## src/rtl/pipe_stage_skid.sv

```systemverilog
// Two-entry skid-buffered pipeline stage with registered ready/valid and NOP fill.
// Optional bubble counter enabled by defining PIPE_BUBBLE_CNT_EN.
module pipe_stage_skid #(
    parameter int               WIDTH     = 32,
    parameter logic [WIDTH-1:0] NOP_VALUE = WIDTH'(32'h00000013),
    parameter int               CNT_W     = 16
) (
    input  logic             clk,
    input  logic             reset_stages_n,
    input  logic             flush,
    input  logic             in_valid,
    input  logic [WIDTH-1:0] in_data,
    output logic             in_ready,
    output logic             out_valid,
    output logic [WIDTH-1:0] out_data,
    input  logic             out_ready
`ifdef PIPE_BUBBLE_CNT_EN
    ,
    output logic [CNT_W-1:0] bubble_cnt
`endif
);

    typedef enum logic [1:0] {
        EMPTY = 2'd0,
        ONE   = 2'd1,
        FULL  = 2'd2
    } state_t;

    state_t           state_p1;
    logic [WIDTH-1:0] main_p1;
    logic [WIDTH-1:0] skid_p1;
    logic             accept;
    logic             drain;

    assign accept   = in_valid & in_ready;
    assign drain    = out_valid & out_ready;
    // main is forced back to NOP_VALUE whenever it empties, so it can drive out_data directly.
    assign out_data = main_p1;

    // ---- stage p1: occupancy, storage and registered handshake outputs ----
    always_ff @(posedge clk or negedge reset_stages_n) begin
        if (!reset_stages_n) begin
            state_p1  <= EMPTY;
            main_p1   <= NOP_VALUE;
            skid_p1   <= NOP_VALUE;
            out_valid <= 1'b0;
            in_ready  <= 1'b1;
        end else if (flush) begin
            state_p1  <= EMPTY;
            main_p1   <= NOP_VALUE;
            skid_p1   <= NOP_VALUE;
            out_valid <= 1'b0;
            in_ready  <= 1'b1;
        end else begin
            case (state_p1)
                EMPTY: begin
                    if (accept) begin
                        state_p1  <= ONE;
                        main_p1   <= in_data;
                        out_valid <= 1'b1;
                        in_ready  <= 1'b1;
                    end
                end
                ONE: begin
                    case ({accept, drain})
                        2'b11: main_p1 <= in_data;
                        2'b10: begin
                            state_p1 <= FULL;
                            skid_p1  <= in_data;
                            in_ready <= 1'b0;
                        end
                        2'b01: begin
                            state_p1  <= EMPTY;
                            main_p1   <= NOP_VALUE;
                            out_valid <= 1'b0;
                        end
                        default: ;
                    endcase
                end
                FULL: begin
                    // Stall holds both entries; a drain promotes the skid word to the head.
                    if (drain) begin
                        state_p1 <= ONE;
                        main_p1  <= skid_p1;
                        skid_p1  <= NOP_VALUE;
                        in_ready <= 1'b1;
                    end
                end
                default: begin
                    state_p1  <= EMPTY;
                    main_p1   <= NOP_VALUE;
                    skid_p1   <= NOP_VALUE;
                    out_valid <= 1'b0;
                    in_ready  <= 1'b1;
                end
            endcase
        end
    end

`ifdef PIPE_BUBBLE_CNT_EN
    function automatic logic [CNT_W-1:0] sat_inc(input logic [CNT_W-1:0] v);
        return (&v) ? v : v + CNT_W'(1);
    endfunction

    // ---- stage p1: bubble accounting, counts idle or flushed cycles ----
    always_ff @(posedge clk or negedge reset_stages_n) begin
        if (!reset_stages_n) begin
            bubble_cnt <= '0;
        end else if (!out_valid || flush) begin
            bubble_cnt <= sat_inc(bubble_cnt);
        end
    end
`endif

endmodule
```

## config.mk

```make
export PLATFORM = sky130hd
export DESIGN_NAME = pipe_stage_skid
export DESIGN_NICKNAME = d
export VERILOG_FILES = /design/src/rtl/pipe_stage_skid.sv
export SDC_FILE = /design/constraint.sdc
export NUM_CORES = 1
export LEC_CHECK = 0
export BUFFER_PORTS_ARGS = -buffer_cell sky130_fd_sc_hd__buf_2
export CAP_MARGIN = 20
export CORE_ASPECT_RATIO = 0.5
export CORE_MARGIN = 2
export CORE_UTILIZATION = 25
export DETAILED_ROUTE_END_ITERATION = 6
export SETUP_SLACK_MARGIN = 0.15
export SYNTH_ARGS = -nofsm -noshare
export SYNTH_HDL_FRONTEND = slang
export SYNTH_SLANG_ARGS = --single-unit
```

## constraint.sdc

```tcl
create_clock -name clk -period 2.4 [get_ports clk]
set_clock_uncertainty 0.1 [all_clocks]
set_input_delay 0.24 -clock clk [delete_from_list [all_inputs] [get_ports clk]]
set_output_delay 0.24 -clock clk [all_outputs]
set_load 0.01 [all_outputs]
```

==> Word level (Yosys, flattened, before mapping) <==
Index checks and enable logic that the tools add are counted.
{ "word_totals": {"input_bits": 37, "out_inout_bits": 34, "reg_bits": 68} }
{ "classes": {"bitwise_logic": 2, "n_mux": 22, "eq_ne": 13, "reduce_logical": 6} }
{ "ops": {"columns": ["op", "n"], "rows": [
  ["two-way mux 32 bit", 6],
  ["one-hot mux 32 bit (3 select lines)", 2],
  ["one-hot mux 32 bit (2 select lines)", 1],
  ["AND reduction 3 bit", 5],
  ["inequality test 3 bit, second input constant", 3],
  ["equality test 2 bit, second input constant", 3],
  ["two-way mux 1 bit", 6],
  ["two-way mux 2 bit", 3],
  ["one-hot mux 1 bit (3 select lines)", 2],
  ["one-hot mux 2 bit (3 select lines)", 1],
  ["equality test 2 x 1 -> 1 bit, second input constant", 2],
  ["inequality test 2 bit, second input constant", 2],
  ["inequality test 4 x 2 -> 1 bit, second input constant", 1],
  ["inequality test 4 x 3 -> 1 bit, second input constant", 1],
  ["one-hot mux 2 bit (2 select lines)", 1],
  ["inequality test 3 x 2 -> 1 bit, second input constant", 1],
  ["bitwise AND 1 bit", 2],
  ["logical NOT 2 bit", 1]
]} }

==> Logic depth before layout (Yosys ltp) <==
Gate-level depths: netlist (run 1).
{ "logic_depth": {"ltp_word": 5, "depth_mapped": 7, "ltp_nobuf": 4} }

==> Worst setup path after synthesis (run 1) <==
Ideal clock, no wire load.
{ "synth_path": {"kind": "register to register", "start": "reg in_ready", "end": "reg main_p1[11], in the netlist out_data[11]", "stages_incl_launch_ff": 7, "slack_ns": 0.841, "required_ns": 2.225, "arrival_time_ns": 1.384, "synth_period_minus_slack_ns": 1.559, "cell_sequence": "dfstp_2 > nand2_2 > a31oi_1 > buf_4 > buf_4 > a22oi_1 > o2bb2ai_2"} }
{ "synth_between": {"elab_chain_len": 5, "word_cells_on_any_way": 9, "cone_classes": "eq/ne (4); mux (3); bitwise (1); reduce/logical (1)"} }
{ "synth_lines": {"columns": ["item", "line_no", "text"], "rows": [
  ["start, declared", "13", "output logic in_ready,"],
  ["start signal, assigned", "47", "in_ready <= 1'b1;"],
  ["start signal, assigned", "53", "in_ready <= 1'b1;"],
  ["start signal, assigned", "61", "in_ready <= 1'b1;"],
  ["bitwise AND 1 bit (*)", "35", "assign accept = in_valid & in_ready;"],
  ["equality test 2 x 1 -> 1 bit / equality test 2 bit (equally long branches)", "65", "case ({accept, drain})"],
  ["one-hot mux 32 bit (2 select lines)", "65", null],
  ["one-hot mux 32 bit (3 select lines)", "55", "case (state_p1)"],
  ["two-way mux 32 bit", "48", "end else if (flush) begin"],
  ["end signal, assigned", "59", "main_p1 <= in_data;"],
  ["end signal, assigned", "66", "2'b11: main_p1 <= in_data;"],
  ["end signal, assigned", "84", "main_p1 <= skid_p1;"],
  ["end, declared", "30", "logic [WIDTH-1:0] main_p1;"]
]} }
Mark *: on every way between the ends. The rest lies on a longest branch, timed or not.
A chain may end at the register's enable or synchronous reset.

==> Final worst setup path (run 1) <==
{ "layout_path": {"start": "reg state_p1[1]", "end": "reg main_p1[4], in the netlist out_data[4]"} }
{ "layout_between": {"elab_chain_len": 3, "word_cells_on_any_way": 9, "cone_classes": "eq/ne (5); mux (2); reduce/logical (2)"} }
{ "layout_lines": {"columns": ["item", "line_no", "text"], "rows": [
  ["start, declared", "29", "state_t state_p1;"],
  ["start signal, assigned", "43", "state_p1 <= EMPTY;"],
  ["start signal, assigned", "49", "state_p1 <= EMPTY;"],
  ["start signal, assigned", "58", "state_p1 <= ONE;"],
  ["equality test 2 x 1 -> 1 bit (tied with other cells)", "55", null],
  ["inequality test 4 x 2 -> 1 bit (no source line) (tied with other cells)", null, null],
  ["AND reduction 3 bit (no source line) / two-way mux 32 bit (equally long branches)", null, null]
]} }
Several ways; a longest one is shown, not always the timed one.

==> out/metrics.csv, run 1 <==
stage,metric,value,unit
status,status,finished clean,
global_routing,grt_max_degree,48,
routing,vias,2420,
layout,area_growth,27.5,%
clocking,h-tree-depth,3,
synth,syn_area_per_cell,11.3,um2
routing,wl_met2,3.86,mm
synth,yosysMostFrequentCell,dfrtp_1,
worst_hold_path,hp-class,primary input to register,
routing,wl_met3,220,um
clocking,ctsResizeCount,0,
routing,routed.top_layer,met4,
timing,grt_setup_unrepaired,no,
floorplan,core_area,12600,um2
synth,syn_inst,286,
synth,ys_seq_area_share,53.1,%
timing,drv_slew,0,
routing,firstDrtPassIters,4,
clocking,cts-hold-fix-buffers,1,
global_routing,antenna_found_initial,1,
clocking,clk_pin_slew_worst_paths,0.06,ns
power_and_ir_drop,p_int,2.64,mW
synth,syn_area,3220,um2
clocking,cts_tree,done,
synth,synth-edff-count,0,
synth,netlist-cell-type-count,34,
clocking,cts_root_buf,clkbuf_16,
routing,ant_nets,0,
timing,fin_crit,1.79,ns
floorplan,dieHeight,84.3,um
layout,multiInputGateArea,1260,um2
worst_setup_path,crit_end,out_data[4],
power_and_ir_drop,p_switching,1.08,mW
power_and_ir_drop,ir_drop,0.000396,V
routing,drcViolationCount,0,
clocking,cts_setup_buffers,0,
floorplan,die_w,165,um
synth,async_reset_ff_share,100,%
global_routing,grt.overflow.total,0,
clocking,cts_buffer_depth,2,
worst_setup_path,worstPathRequired,2.54,ns
layout,drive_above_1_share,33.1,%
layout,fin_nets,391,
placed_design,post-dp-hpwl,4.95,mm
power_and_ir_drop,p_seq_share,37.9,%
power_and_ir_drop,pwr-share-clk,41.2,%
clocking,clkLatencyLatePin,0.33,ns
floorplan,die_area,13900,um2
worst_setup_path,cp-startpoint,state_p1[1],
power_and_ir_drop,power_density,907,nW/um2
timing,final.setup.tns,0,ns
worst_setup_path,r2r_cells,5,
power_and_ir_drop,swShare,29.0,%
worst_setup_path,cp-start-kind,register,
layout,final-seq-area,1710,um2
synth,syn_nets,323,
worst_setup_path,path_cells,nor2b_2 > buf_4 > nand2_1 > a21oi_1 > a22oi_1,
worst_setup_path,cp_max_fo,33,
routing,avgRoutedWirePerCell,14.5,um
worst_setup_path,rr_startpoint,state_p1[1],
worst_setup_path,critical_path_class,register to register,
synth,ys_top_cells_by_area,"dfrtp_1 (47%), mux2i_1 (9.0%), a22oi_1 (8.2%)",
worst_setup_path,arrival,1.93,ns
job,maxCapViolCount,0,
layout,fin_util,32.5,%
synth,synthFlopType,dfrtp_1,
global_routing,grt.total_usage,11.6,%
synth,yosysTopAreaCell,dfrtp_1,
worst_setup_path,rrSetupSlack,0.61,ns
clocking,cts-buffers-inserted,9,
timing,worst_slew_pin_slew,0.546,ns
timing,finalHoldViolations,0,
routing,drtIter0Drc,78,
floorplan,placementRows,29,
placed_design,io_buffers,70,
floorplan,start_util,25.5,%
routing,viasPerCell,4.57,
power_and_ir_drop,finalPower,3.72,mW
synth,ys_ff_latch,68,
floorplan,ios,71,
worst_setup_path,slowest_delay,0.52,ns
worst_setup_path,slowest_stage,dfrtp_1,
timing,setup_viol,0,
timing,slew-limit-headroom,63.6,%
routing,routed_wl,7.68,mm
timing,hold_ws,0.0587,ns
layout,fillers,1300,
worst_setup_path,rr_endpoint,out_data[4],
global_routing,grt_first_pass_wirelength,12.6,mm
power_and_ir_drop,pwr-share-comb,20.9,%
global_routing,grt_pass1_vias,2444,
timing,fmax,0.558,GHz
synth,yosysWarnings,0,
synth,synth.top_cell.area_share,47.4,%
worst_setup_path,cp-end-kind,register,
timing,period_share,74.7,%
power_and_ir_drop,power_leakage,1.97,nW
clocking,cts_sinks,68,
synth,synth_common_cells,"dfrtp_1 (61), a22oi_1 (35), inv_1 (34), nand2_1 (33), mux2i_1 (29)",
routing,wl_met1,3.45,mm
placed_design,place.gp.congestion,0.716,
-- per-stage QoR --
stage	cells	worst slack, ns	area, um2
4_1_cts	529	0.628	4100
5_1_grt	529	0.513	4100
6_report	530	0.607	4110
3_5_place_dp	512	0.631	3740
3_3_place_gp	512	0.681	3740
2_1_floorplan	286	0.841	3220
-- worst max-delay path: cells and delay by family, from the launching register on --
family | cells | cell delay, ns
AOI/OAI and AO/OA | 2 | 0.34
buffers and inverters | 1 | 0.38
DFF | 1 | 0.52
and+or+nand+nor | 2 | 0.36
-- layout by cell type, fill, tap and decap left out, types with 2 or more instances in the layout --
cell       instances
buf_2             70
nor2_1             4
dfstp_2            7
o2bb2ai_2         10
nand4_1            2
a21oi_1            4
inv_1             34
buf_4              6
mux2i_1           29
o22ai_1            2
nand2_1           33
buf_12             2
o22a_1             3
clkinv_4           2
bufinv_16          3
a22oi_1           35
o2bb2ai_1         19
dfrtp_1           61
nand2b_1           3
clkbuf_16          9
-- power groups by stage --
stage               combinational [mW]  sequential, mW  clock (mW)
finish                           0.778            1.41        1.53
global route                     0.859            1.43        1.62
CTS                              0.793            1.41        1.57
detailed placement               0.787            1.43           0
global placement                 0.778            1.43           0
floorplan                        0.491            1.45           0
-- state kept, by name, summed over array words and instances, names as in the netlist --
register,flops
state_p1,2
in_ready,1
out_data,32
skid_p1,32
out_valid,1
-- kinds of logic (layout without fill, tap and decap cells) --
| logic type | after synthesis | in the layout | share of synthesized area (%) |
|---|---|---|---|
| and+or+nand+nor | 50 | 50 | 6.84 |
| other | 0 | 1 | 0 |
| DFF | 68 | 68 | 53.1 |
| muxes | 29 | 29 | 9.01 |
| xor gates and xnor gates | 1 | 1 | 0.272 |
| buffers and inverters | 56 | 129 | 8.47 |
| AOI/OAI and AO/OA | 82 | 82 | 22.3 |
-- area by class of cell --
cell class | count | area share (%)
clock buffers | 9 | 5.49
multi-input cells | 162 | 30.6
well taps | 170 | 5.18
repair buffers | 79 | 10.9
clock inverters | 7 | 3.02
inverters | 34 | 3.11
diodes | 1 | 0.0610
flip-flops and latches | 68 | 41.7
-- layer usage --
| layer | GRT usage, % | vias to the layer above |
|---|---|---|
| met4 | 4.58 | 0 |
| met3 | 2.96 | 13 |
| met1 | 14.8 | 1230 |
| met2 | 18.8 | 31 |
| li1 | - | 1146 |
| met5 | 0 | - |
-- how the worst min path moves through the flow --
| stage | startpoint | end | cells past startpoint |
|---|---|---|---|
| after global placement | reset_stages_n | out_data[8] | 1 |
| after detailed placement | reset_stages_n | out_data[8] | 1 |
| after global routing | in_data[4] | skid_p1[4] | 2 |
| after CTS | in_data[4] | skid_p1[4] | 2 |
| final | in_data[4] | skid_p1[4] | 2 |
| after floorplan | reset_stages_n | out_data[10] | 0 |
Power figures use the tool's default switching activity.
==> inputs of run 2 (changes only) <==
--- a/config.mk
+++ b/config.mk
@@ -5,6 +5,7 @@
 export SDC_FILE = /design/constraint.sdc
 export NUM_CORES = 1
 export LEC_CHECK = 0
+export ABC_AREA = 1
 export BUFFER_PORTS_ARGS = -buffer_cell sky130_fd_sc_hd__buf_2
 export CAP_MARGIN = 20
 export CORE_ASPECT_RATIO = 0.5
==> constraint.sdc (replaced) <==
create_clock -name clk -period 1.85 [get_ports clk]
set_clock_uncertainty 0.1 [all_clocks]
set_input_delay 0.185 -clock clk [delete_from_list [all_inputs] [get_ports clk]]
set_output_delay 0.185 -clock clk [all_outputs]
set_load 0.01 [all_outputs]
==> run 2 against run 1 <==
Effect of this change:
- worst hold slack worse by 0.022 ns
- wire length increased by 26%
- non-clock buffer count increased by 11
- critical endpoint unchanged
- global-route usage increased by 2.2 points
- design area up 8.0%
- largest power group is now combinational logic
==> out/metrics.csv, run 2 <==
stage,metric,value,unit
layout,fillers,1429,
worst_setup_path,critical_path_class,register to register,
synth,synthFlopType,dfrtp_1,
synth,yosysMostFrequentCell,nand2_1,
layout,final-seq-area,1710,um2
routing,viasPerCell,4.52,
clocking,cts_tree,done,
synth,syn_inst,463,
floorplan,dieHeight,86.6,um
worst_setup_path,slowest_delay,0.48,ns
layout,antenna_cells,0,
worst_setup_path,arrival,1.82,ns
worst_setup_path,cp-start-kind,register,
layout,final_cell_mix,"nand2_1 (240), buf_2 (70), nand3_1 (63), dfrtp_1 (60), o21ai_0 (36)",
floorplan,ios,71,
routing,routed_wl,9.64,mm
timing,setup_viol,0,
worst_setup_path,crit_top_cell,nand2_1,
clocking,clkLatencyLatePin,0.33,ns
power_and_ir_drop,finalPower,6.74,mW
synth,synth.top_cell.area_share,44.7,%
timing,fin_crit,1.66,ns
routing,firstDrtPassIters,5,
worst_setup_path,cp-end-kind,register,
timing,slew-limit-headroom,59.6,%
synth,async_reset_ff_share,100,%
synth,syn_nets,500,
clocking,cts_root_buf,clkbuf_16,
worst_setup_path,cp_top_family,simple AND/OR/NAND/NOR gates,
power_and_ir_drop,ir_drop,0.000642,V
synth,ys_top_cells_by_area,"dfrtp_1 (45%), nand2_1 (26%), nand3_1 (9.2%)",
timing,hold_ws,0.0362,ns
clocking,h-tree-depth,3,
layout,multiInputGateArea,1530,um2
synth,netlist-cell-type-count,19,
routing,drcViolationCount,0,
worst_setup_path,path_cells,nor2_4 > nand3_1 > nand3_2 > buf_8 > inv_1 > nand2_1 > nand2_1,
worst_setup_path,worstPathRequired,2.01,ns
timing,period_share,89.8,%
routing,drtIter0Drc,307,
worst_hold_path,hp-class,primary input to register,
synth,syn_area,3410,um2
job,maxCapViolCount,0,
worst_setup_path,cp_max_fo,33,
timing,finalHoldViolations,0,
layout,fin_nets,573,
synth,synth_common_cells,"nand2_1 (240), nand3_1 (63), dfrtp_1 (61), o21ai_0 (36), buf_2 (13)",
placed_design,place.gp.congestion,0.778,
placed_design,io_buffers,70,
synth,syn_area_per_cell,7.37,um2
clocking,cts_buffer_depth,2,
global_routing,grt_max_degree,45,
layout,drive_above_1_share,22.6,%
power_and_ir_drop,power_leakage,2.26,nW
timing,drv_slew,0,
power_and_ir_drop,power_density,1520,nW/um2
synth,yosysTopAreaCell,dfrtp_1,
timing,worst_slew_pin_slew,0.606,ns
synth,synth-edff-count,0,
global_routing,grt.overflow.total,0,
timing,grt_setup_unrepaired,yes,
clocking,cts_sinks,68,
floorplan,die_w,169,um
floorplan,die_area,14700,um2
global_routing,grt.total_usage,13.8,%
synth,ys_ff_latch,68,
layout,final_common_cell,nand2_1,
floorplan,placementRows,30,
global_routing,grt_pass1_vias,3110,
routing,vias,3242,
clocking,clk_pin_slew_worst_paths,0.06,ns
global_routing,antenna_found_initial,0,
global_routing,grt_first_pass_wirelength,16.0,mm
worst_setup_path,worst-path-stages,7,
synth,yosysWarnings,0,
floorplan,core_area,13400,um2
worst_hold_path,hold_depth,3,
worst_setup_path,slowest_stage,dfrtp_2,
timing,final.setup.tns,0,ns
worst_setup_path,r2r_cells,7,
synth,ys_seq_area_share,50.1,%
timing,fmax,0.602,GHz
placed_design,post-dp-hpwl,6.29,mm
clocking,cts-buffers-inserted,9,
status,status,finished clean,
routing,ant_nets,0,
worst_setup_path,cp_num_buf_inv,2,
floorplan,start_util,25.4,%
layout,area_growth,29.8,%
routing,avgRoutedWirePerCell,13.4,um
-- run 2: cell count changes in the layout (fill, tap and decap cells not counted), sizes merged, moves of 4 or more --
| cell | change |
|---|---|
| a22oi | -35 |
| mux2i | -29 |
| o2bb2ai | -29 |
| buf | +10 |
| nand2 | +206 |
| o21ai | +37 |
| nor2 | +6 |
| nand3 | +67 |
| inv | -25 |
| a21oi | -4 |
-- run 2: worst paths after layout --
path	slack, ns	end	from
worst min register to register	0.37	out_data[4]	out_data[4]
worst max-delay path	0.19	out_data[4]	state_p1[1]
worst min-delay path	0.04	skid_p1[22]	in_data[22]
max in group asynchronous	0.71	out_data[4]	reset_stages_n
min in group asynchronous	0.30	out_data[25]	reset_stages_n
worst max register to register	0.19	out_data[4]	state_p1[1]
-- run 2: what timing repair did --
| item | 4_1_cts | 5_1_grt |
|---|---|---|
| gates cloned | 0 | 1 |
| hold endpoints to repair | 15 | 0 |
| buffers inserted | 0 | 2 |
| setup endpoints to repair | 56 | 60 |
| hold buffers | 1 | 0 |
| pin swaps | 0 | 1 |
| gates resized for setup | 3 | 7 |
-- run 2: worst min-delay path: stages --
cell and delay, ns:
buf_2 0.12, nand2_1 0.06, o21ai_1 0.06
-- run 2: kinds of logic (layout without fill, tap and decap cells) --
| logic type | Yosys count | count (layout) | synth area share, % |
|---|---|---|---|
| and+or+nand+nor | 319 | 319 | 39.0 |
| DFF | 68 | 68 | 50.1 |
| AOI/OAI and AO/OA | 39 | 39 | 5.72 |
| buffers and inverters | 37 | 115 | 5.20 |
-- run 2: layout make-up --
type / instances / share of cell area, %
clock inverters: 6 / 1.44
flip-flops and latches: 68 / 38.6
inverters: 9 / 0.762
well taps: 176 / 4.97
repair buffers: 90 / 14.4
multi-input cells: 358 / 34.6
clock buffers: 10 / 5.17
-- run 2: metrics by stage --
step | util (%) | std cells | setup slack [ns] | instance area, um2
floorplan | - | 463 | 0.330 | 3410
global placement | 30.1 | 697 | 0.101 | 4040
detailed placement | 30.1 | 697 | 0.0201 | 4040
CTS | 32.4 | 714 | 0.0946 | 4350
global route | 33.0 | 717 | 0.107 | 4430
finish | 33.0 | 717 | 0.189 | 4430
-- run 2: power breakdown --
| part | leakage, nW | total, mW | internal (mW) | switching, mW |
|---|---|---|---|---|
| Combinational | 1.23 | 2.70 | 1.02 | 1.68 |
| Sequential | 0.890 | 2.33 | 2.03 | 0.295 |
| Clock | 0.139 | 1.71 | 1.04 | 0.666 |
-- run 2: routing by layer --
layer / up-vias / wire length, um / GRT usage, %
met5: - / 0 / 0
met2: 82 / 4510 / 22.4
li1: 1621 / - / -
met3: 13 / 463 / 3.24
met1: 1526 / 4520 / 18.4
met4: 0 / 154 / 4.20
